<file path="src/rtl/alu_wb_stage.sv">
// ---------------------------------------------------------------------------
// alu_wb_stage
// Execute-to-writeback pipeline stage that sits directly behind the
// combinational ALU. It registers the ALU result, destination register and
// write enable behind a valid/ready handshake. A 2-entry buffer (main + skid)
// lets in_ready be a plain register output. The stage also holds the
// architectural NZCV flag register and corrects the ALU flags for logic ops.
//
// The ALU's flag mux only decodes selector[1:0], so for logic ops
// (selector >= 4) its raw flags are recomputed here from the result.
//
// Parameters:
//   bus          - data width of ALU result / writeback data
//   bus_selector - width of ALU op selector
//   reg_addr     - width of destination register address
//
// Ports:
//   clk, rst        - clock, synchronous active-high reset
//   flush           - drop every buffered beat and the beat offered this cycle
//   in_valid/ready  - upstream handshake (in_ready is registered)
//   in_result       - ALU result
//   in_selector     - ALU op of this beat
//   in_overflow, in_zero, in_negative, in_carry_out - raw ALU flags
//   in_rd, in_we    - destination register and register-file write request
//   in_flags_we     - update the flag register with this beat
//   out_valid/ready - writeback handshake
//   out_result, out_rd, out_we - registered writeback payload
//   flags           - architectural flags {V,Z,N,C}
//
// Optional feature (macro ALU_WB_STATS_EN):
//   stat_ops    - saturating count of writeback transfers
//   stat_stalls - saturating count of cycles with out_valid & ~out_ready
// ---------------------------------------------------------------------------
module alu_wb_stage #(
    parameter int unsigned bus          = 4,
    parameter int unsigned bus_selector = 4,
    parameter int unsigned reg_addr     = 4
) (
    input  logic                    clk,
    input  logic                    rst,
    input  logic                    flush,
    input  logic                    in_valid,
    output logic                    in_ready,
    input  logic [bus-1:0]          in_result,
    input  logic [bus_selector-1:0] in_selector,
    input  logic                    in_overflow,
    input  logic                    in_zero,
    input  logic                    in_negative,
    input  logic                    in_carry_out,
    input  logic [reg_addr-1:0]     in_rd,
    input  logic                    in_we,
    input  logic                    in_flags_we,
    output logic                    out_valid,
    input  logic                    out_ready,
    output logic [bus-1:0]          out_result,
    output logic [reg_addr-1:0]     out_rd,
    output logic                    out_we,
    output logic [3:0]              flags
`ifdef ALU_WB_STATS_EN
    ,
    output logic [15:0]             stat_ops,
    output logic [15:0]             stat_stalls
`endif
);

    localparam int unsigned STAT_W = 16;

    // Writeback payload carried through the buffer
    typedef struct packed {
        logic [bus-1:0]      result;
        logic [reg_addr-1:0] rd;
        logic                we;
    } wb_beat_t;

    // State registers
    logic     r_main_valid;
    logic     r_skid_valid;
    logic     r_in_ready;
    wb_beat_t r_main;
    wb_beat_t r_skid;
    logic [3:0] r_flags;

    // Combinational helpers and next-state values
    logic       w_accept;
    logic       w_drain;
    logic       w_main_free;
    logic       w_logic_op;
    wb_beat_t   w_beat;
    logic [3:0] w_flags_corr;
    logic       w_main_valid_nxt;
    logic       w_skid_valid_nxt;
    wb_beat_t   w_main_nxt;
    wb_beat_t   w_skid_nxt;
    logic [3:0] w_flags_nxt;

    // A beat offered during flush is dropped, so it never counts as accepted
    assign w_accept    = in_valid & r_in_ready & ~flush;
    assign w_drain     = r_main_valid & out_ready;
    assign w_main_free = ~r_main_valid | w_drain;

    assign w_beat.result = in_result;
    assign w_beat.rd     = in_rd;
    assign w_beat.we     = in_we;

    // Flag correction: logic ops derive Z/N from the result, clear C/V
    assign w_logic_op = (in_selector > bus_selector'(3));

    always_comb begin
        w_flags_corr = {in_overflow, in_zero, in_negative, in_carry_out};
        if (w_logic_op) begin
            w_flags_corr = {1'b0, (in_result == '0), in_result[bus-1], 1'b0};
        end
    end

    // Next-state for main/skid entries and the flag register
    always_comb begin
        w_main_valid_nxt = r_main_valid;
        w_skid_valid_nxt = r_skid_valid;
        w_main_nxt       = r_main;
        w_skid_nxt       = r_skid;
        w_flags_nxt      = r_flags;

        if (flush) begin
            w_main_valid_nxt = 1'b0;
            w_skid_valid_nxt = 1'b0;
        end else begin
            if (w_main_free) begin
                // Skid holds the older beat; in_ready is low whenever it is
                // valid, so no new beat can arrive in the same cycle
                if (r_skid_valid) begin
                    w_main_nxt       = r_skid;
                    w_main_valid_nxt = 1'b1;
                    w_skid_valid_nxt = 1'b0;
                end else begin
                    w_main_valid_nxt = w_accept;
                    if (w_accept) begin
                        w_main_nxt = w_beat;
                    end
                end
            end else if (w_accept) begin
                w_skid_nxt       = w_beat;
                w_skid_valid_nxt = 1'b1;
            end

            // Flags follow upstream order, independent of downstream stall
            if (w_accept && in_flags_we) begin
                w_flags_nxt = w_flags_corr;
            end
        end
    end

    // State register
    always_ff @(posedge clk) begin
        if (rst) begin
            r_main_valid <= 1'b0;
            r_skid_valid <= 1'b0;
            r_in_ready   <= 1'b1;
            r_main       <= '0;
            r_skid       <= '0;
            r_flags      <= 4'b0000;
        end else begin
            r_main_valid <= w_main_valid_nxt;
            r_skid_valid <= w_skid_valid_nxt;
            r_in_ready   <= ~w_skid_valid_nxt;
            r_main       <= w_main_nxt;
            r_skid       <= w_skid_nxt;
            r_flags      <= w_flags_nxt;
        end
    end

    assign in_ready   = r_in_ready;
    assign out_valid  = r_main_valid;
    assign out_result = r_main.result;
    assign out_rd     = r_main.rd;
    assign out_we     = r_main.we;
    assign flags      = r_flags;

`ifdef ALU_WB_STATS_EN
    logic [STAT_W-1:0] r_stat_ops;
    logic [STAT_W-1:0] r_stat_stalls;

    // Saturating activity counters; flush leaves them untouched
    always_ff @(posedge clk) begin
        if (rst) begin
            r_stat_ops    <= '0;
            r_stat_stalls <= '0;
        end else begin
            if (w_drain && (r_stat_ops != {STAT_W{1'b1}})) begin
                r_stat_ops <= r_stat_ops + STAT_W'(1);
            end
            if (r_main_valid && !out_ready && (r_stat_stalls != {STAT_W{1'b1}})) begin
                r_stat_stalls <= r_stat_stalls + STAT_W'(1);
            end
        end
    end

    assign stat_ops    = r_stat_ops;
    assign stat_stalls = r_stat_stalls;
`endif

endmodule

</file>
<file path="config.mk">
export PLATFORM = sky130hd
export DESIGN_NAME = alu_wb_stage
export DESIGN_NICKNAME = d
export VERILOG_FILES = /design/src/rtl/alu_wb_stage.sv
export SDC_FILE = /design/constraint.sdc
export NUM_CORES = 1
export LEC_CHECK = 0
export ABC_AREA = 1
export CORE_AREA = 3 3 55 57
export CTS_CLUSTER_DIAMETER = 150
export CTS_CLUSTER_SIZE = 14
export DETAILED_ROUTE_END_ITERATION = 7
export DIE_AREA = 0 0 58 60
export HOLD_SLACK_MARGIN = 0.06
export PLACE_DENSITY_LB_ADDON = 0.3
export SYNTH_ARGS = -nofsm -noshare
export SYNTH_HDL_FRONTEND = slang
export SYNTH_SLANG_ARGS = --single-unit
</file>
<file path="constraint.sdc">
create_clock -name clk -period 4 [get_ports clk]
set_clock_uncertainty 0.2 [all_clocks]
set_input_delay 1.2 -clock clk [delete_from_list [all_inputs] [get_ports clk]]
set_output_delay 1.2 -clock clk [all_outputs]
set_load 0.01 [all_outputs]
</file>
==> results of run 1 <==
-- registers in the layout (all words and copies together) (netlist names) --
| name | cells |
|---|---|
| out_we | 1 |
| r_skid_valid | 1 |
| in_ready | 1 |
| out_rd | 4 |
| out_result | 4 |
| out_valid | 1 |
| r_skid | 9 |
| flags | 4 |
-- area by class of cell --
class                   instances  area, um2
clock buffers                   4      26.28
flip-flops and latches         25      500.5
fillers                       252      904.6
well taps                      30      37.54
repair buffers                 35      350.3
inverters                      29      110.1
multi-input cells             128      593.1
-- final timing paths --
path	startpoint	endpoint	slack, ns	cells past startpoint
worst max-delay path	in_ready	in_ready	1.30	1
worst min-delay path	r_skid[4]	r_skid[4]	0.30	2
worst max register to register	r_skid_valid	out_we	2.35	5
worst min register to register	r_skid[4]	r_skid[4]	0.30	2
-- kinds of logic (layout without fill, tap and decap cells) --
group	Yosys count	after routing	synth area share, %
compound gates	22	22	12.53
simple gates	106	106	34.97
flops	25	25	40.08
buf+inv	35	68	12.42
-- metrics by stage --
| stage | std cells | utilization (%) | power, mW | hold slack [ns] | area [um2] |
|---|---|---|---|---|---|
| 2_1_floorplan | 188 | - | 0.3127 | 0.2549 | 1249 |
| 3_3_place_gp | 247 | 63.10 | 0.3509 | 0.2629 | 1592 |
| 3_5_place_dp | 247 | 63.10 | 0.3532 | 0.2714 | 1592 |
| 4_1_cts | 251 | 64.14 | 0.4607 | 0.2993 | 1618 |
| 5_1_grt | 251 | 64.14 | 0.4821 | 0.3264 | 1618 |
| 6_report | 251 | 64.14 | 0.4546 | 0.2985 | 1618 |
-- power by group --
group	leakage (nW)	internal (mW)	switching, mW
sequential	0.203	0.257	0.00494
clock	0.0150	0.0388	0.0690
combinational	0.554	0.0446	0.0400
total	0.773	0.341	0.114
-- synth_stat cells, drive strengths merged --
cell,count,area (um2)
a31oi,1,6.260
clkinv,1,5.000
o21ai,11,55.05
nand2,38,152.6
dfxtp,25,500.5
inv,28,105.1
buf,4,37.53
a21oi,10,95.10
nor2,57,216.5
nand3,11,67.57
clkbuf,2,7.510
-- per-layer routing --
metal  wire, um  share of wire [%]  track usage [%]  vias up
li1           -                  -                -      636
met1       1116                 47            18.84      494
met2       1110                 47            27.90       33
met3        138                5.8            1.944        2
met4         14               0.59            4.967        0
met5          0                  0                0        -
==> metrics.cfg, run 1 <==
[clock_network]
cts_buffers=3
clkLatencyLatePin_ns=0.30
h-tree-depth=1
clock-sinks=25
cts-resized-gates=0
root_buffer=clkbuf_4
post_cts_buffers=0
cts_tree=done
holdBufCountCts=0
clk_path_buf_depth=2
path_clk_slew_ns=0.13

[timing]
tns_ns=0
max_slew_margin_pct=62.24
fin_ws_ns=1.301
rsz0062_at_grt=false
period_share_pct=67.48
slew_violations=0
worstMarginPinSlew_ns=0.5657
period_minus_slack_ns=2.699
setup_viol=0
hold_violations=0
fmax_mhz=370.5

[drt]
vias_per_cell=4.641
drtPass1Iterations=4
post_drt_wl_per_cell_um=9.486
vias=1165
route.antenna.remaining_nets=0
drt_iter0_drc=38
wl_um=2381
drc=0

[cells_and_area]
insertedDiodeCount=0
drive_gt1_share_pct=8.597
fin_nets=245
layout_commonest_cell=nor2_1
layout_common_cells=nor2_1, nand2_1, clkdlybuf4s50_1
areaGrowthSynthToFinish_pct=29.56

[synthesis]
ys_seq_area_share_pct=40.08
yosys_warnings=0
syn_area_um2=1249
synth-seq-cells=25
synth_nets=211
avgSynthCellArea_um2=6.642
syn_inst=188
yosysUniqueCellTypes=18

[die]
core_area_um2=2522
initial_core_util_pct=49.50
die_w_um=58
die_area_um2=3480
rows=18
die_y_um=60
num_io_pins=38

[critical_path]
critPathBufInv=1
crit_family=buffers and inverters
worstPathCellList=clkdlybuf4s50_1
cp_max_fo=3
max_stage_delay_ns=0.57
critical_path.slowest_cell=clkdlybuf4s50_1
required_ns=2.60
critical_path_class=reg -> out
startpoint_type=flip-flop
worstPathArrival_ns=1.30
crit_path_end_kind=primary output

[hold_path]
hold_class=reg -> reg

[power]
p_leak_nw=0.7726
irDropWorstVdd_mv=0.1677
power_density_nw_per_um2=281.0

[place]
dp_slack_ns=1.182
hpwl_um=1861
portBuffers=35
place.gp.congestion=0.7789

[global_route]
grt_max_degree=22
track_usage_pct=15.41
gr-total-overflow=0
grt_pass1_wl_um=4271
antenna_found_initial=0
grt_pass1_vias=1075

[outcome]
status=complete, no violations

[flow_run]
max_cap_violations=0

No activity file was read; power rests on OpenSTA's default activity.
==> run 2: changes to the inputs <==
- CORE_AREA: 3 3 55 57 -> 3 3 60 62
- DIE_AREA: 0 0 58 60 -> 0 0 63 65
- clock period: 4 -> 2.2 ns (I/O delays scaled with it)
==> run 2 against run 1 <==
Effect of this change: count of clock-buffer cells in the layout decreased by 1; die area increased by 18%; clock power increased by 84%; first-iteration DRC count fell by 45%; hold slack better by 0.00072 ns; via count shrank 4.8%; final cell count up 6.8%; non-clock buffer count rose by 3; largest cell class unchanged; largest power group unchanged; highest routed layer unchanged.
==> metrics.cfg, run 2 (same netlist as run 1, synthesis figures left out) <==
[outcome]
status=complete, no violations  ; unchanged

[critical_path]
cp_num_cells=1  ; unchanged
critical_path_class=reg -> out  ; unchanged
critPathBufInv=1  ; unchanged
crit_path_end_kind=primary output  ; unchanged
r2r_end=out_result[2]  ; was out_we
cp_max_fo=3  ; unchanged
max_stage_delay_ns=0.56  ; was 0.57 ns
startpoint_type=flip-flop  ; unchanged
worstPathCellList=clkdlybuf4s50_1  ; unchanged
r2r_start=r_skid_valid  ; unchanged
crit_family=buffers and inverters  ; unchanged
worstPathArrival_ns=1.25  ; was 1.30 ns
r2r_setup_slack_ns=0.82  ; was 2.35 ns
critical_path.slowest_cell=clkdlybuf4s50_1  ; unchanged
r2r_cells=6  ; was 5
required_ns=1.34  ; was 2.60 ns

[drt]
route.antenna.remaining_nets=0  ; unchanged
vias=1109  ; was 1165
wl_um=2315  ; was 2381 um
drt_iter0_drc=21  ; was 38
vias_per_cell=4.138  ; was 4.641
post_drt_wl_per_cell_um=8.638  ; was 9.486 um
drtPass1Iterations=4  ; unchanged
drc=0  ; unchanged

[clock_network]
cts_tree=done  ; unchanged
clk_path_buf_depth=2  ; unchanged
cts_buffers=3  ; unchanged
root_buffer=clkbuf_4  ; unchanged
path_clk_slew_ns=0.13  ; about the same
clkLatencyLatePin_ns=0.31  ; was 0.30 ns
h-tree-depth=1  ; unchanged
cts-resized-gates=0  ; unchanged
clock-sinks=25  ; unchanged
holdBufCountCts=0  ; unchanged
post_cts_buffers=0  ; unchanged

[cells_and_area]
layout_common_cells=nor2_1, nand2_1, clkdlybuf4s50_1  ; unchanged
fin_nets=248  ; was 245
drive_gt1_share_pct=11.16  ; was 8.597%
areaGrowthSynthToFinish_pct=35.07  ; was 29.56%
instances_no_fill=268  ; was 251
largest_register_ffs=9  ; unchanged
fillers=323  ; was 252
insertedDiodeCount=0  ; unchanged
layout_commonest_cell=nor2_1  ; unchanged
regMostFlops=r_skid  ; unchanged

[timing]
setup_viol=0  ; unchanged
max_slew_margin_pct=75.82  ; was 62.24%
rsz0062_at_grt=false  ; unchanged
worstMarginPinSlew_ns=0.3614  ; was 0.5657 ns
period_minus_slack_ns=2.109
slew_violations=0  ; unchanged
tns_ns=0  ; unchanged
fmax_mhz=474.1
hold_violations=0  ; unchanged
period_share_pct=95.87

[hold_path]
hp-start=r_skid[8]  ; was r_skid[4]
hold_class=reg -> reg  ; unchanged
hold_depth=2  ; unchanged
hold-path-endpoint=r_skid[8]  ; was r_skid[4]

[global_route]
grt_max_degree=20  ; was 22
gr-total-overflow=0  ; unchanged
grt_pass1_wl_um=4098  ; was 4271 um
antenna_found_initial=0  ; unchanged
grt_pass1_vias=980  ; was 1075
track_usage_pct=12.16  ; was 15.41%

[place]
place.gp.congestion=0.7662  ; was 0.7789
portBuffers=35  ; unchanged
dp.cells=264  ; was 247
hpwl_um=1767  ; was 1861 um

[die]
rows=20  ; was 18
die_w_um=63  ; was 58 um
initial_core_util_pct=40.57  ; was 49.50%
core_area_um2=3078  ; was 2522 um2
num_io_pins=38  ; unchanged
die_area_um2=4095  ; was 3480 um2
die_y_um=65  ; was 60 um

[power]
p_leak_nw=0.7995  ; was 0.7726 nW
irDropWorstVdd_mv=0.2337  ; was 0.1677 mV
power_density_nw_per_um2=497.1  ; was 281.0 nW/um2

[flow_run]
max_cap_violations=0  ; unchanged

==> run 2: cell count changes in the layout (fill, tap and decap cells not counted), sizes merged <==
cell,change
buf,+3
clkbuf,-1
clkinv,+1
==> run 2: per-stage QoR <==
step / instance area (um2) / worst slack, ns / power, mW / util [%] / hold slack, ns
2_1_floorplan: 1249 / 0.6110 / 0.5686 / - / 0.2549
3_3_place_gp: 1657 / 0.02493 / 0.6495 / 53.82 / 0.2617
3_5_place_dp: 1657 / 0.02044 / 0.6512 / 53.82 / 0.2717
4_1_cts: 1684 / 0.006978 / 0.8545 / 54.72 / 0.3006
5_1_grt: 1687 / 0.04180 / 0.8884 / 54.80 / 0.3245
6_report: 1687 / 0.09086 / 0.8385 / 54.80 / 0.2992
==> run 2: power by group <==
part	switching, mW	internal (mW)	total, mW
Clock	0.131	0.0679	0.199
Sequential	0.00863	0.468	0.476
Combinational	0.0737	0.0890	0.163
==> run 2: final cells by class <==
type	count	area, um2	area share [%]
clock buffer	3	22.52	1.335
tap	44	55.05	3.264
inverter	29	110.1	6.528
sequential	25	503.0	29.82
multi-input combinational	128	593.1	35.16
clock inverter	1	5.005	0.2967
timing repair buffer	38	397.9	23.59
==> run 2: how the worst max path moves through the flow <==
stage                      to  startpoint  slack [ns]
floorplan           out_rd[1]   out_ready        0.61
global placement    r_skid[0]   out_ready        0.02
detailed placement  r_skid[1]   out_ready        0.02
CTS                 out_valid   out_valid       0.007
global route        out_valid   out_valid        0.04
finish              out_valid   out_valid        0.09
==> run 2: metal layers <==
| metal | global-route usage [%] | wire [um] |
|---|---|---|
| met1 | 16.54 | 1196 |
| met2 | 18.71 | 1003 |
| met3 | 2.426 | 87 |
| met4 | 4.959 | 28 |
| met5 | 0 | 0 |
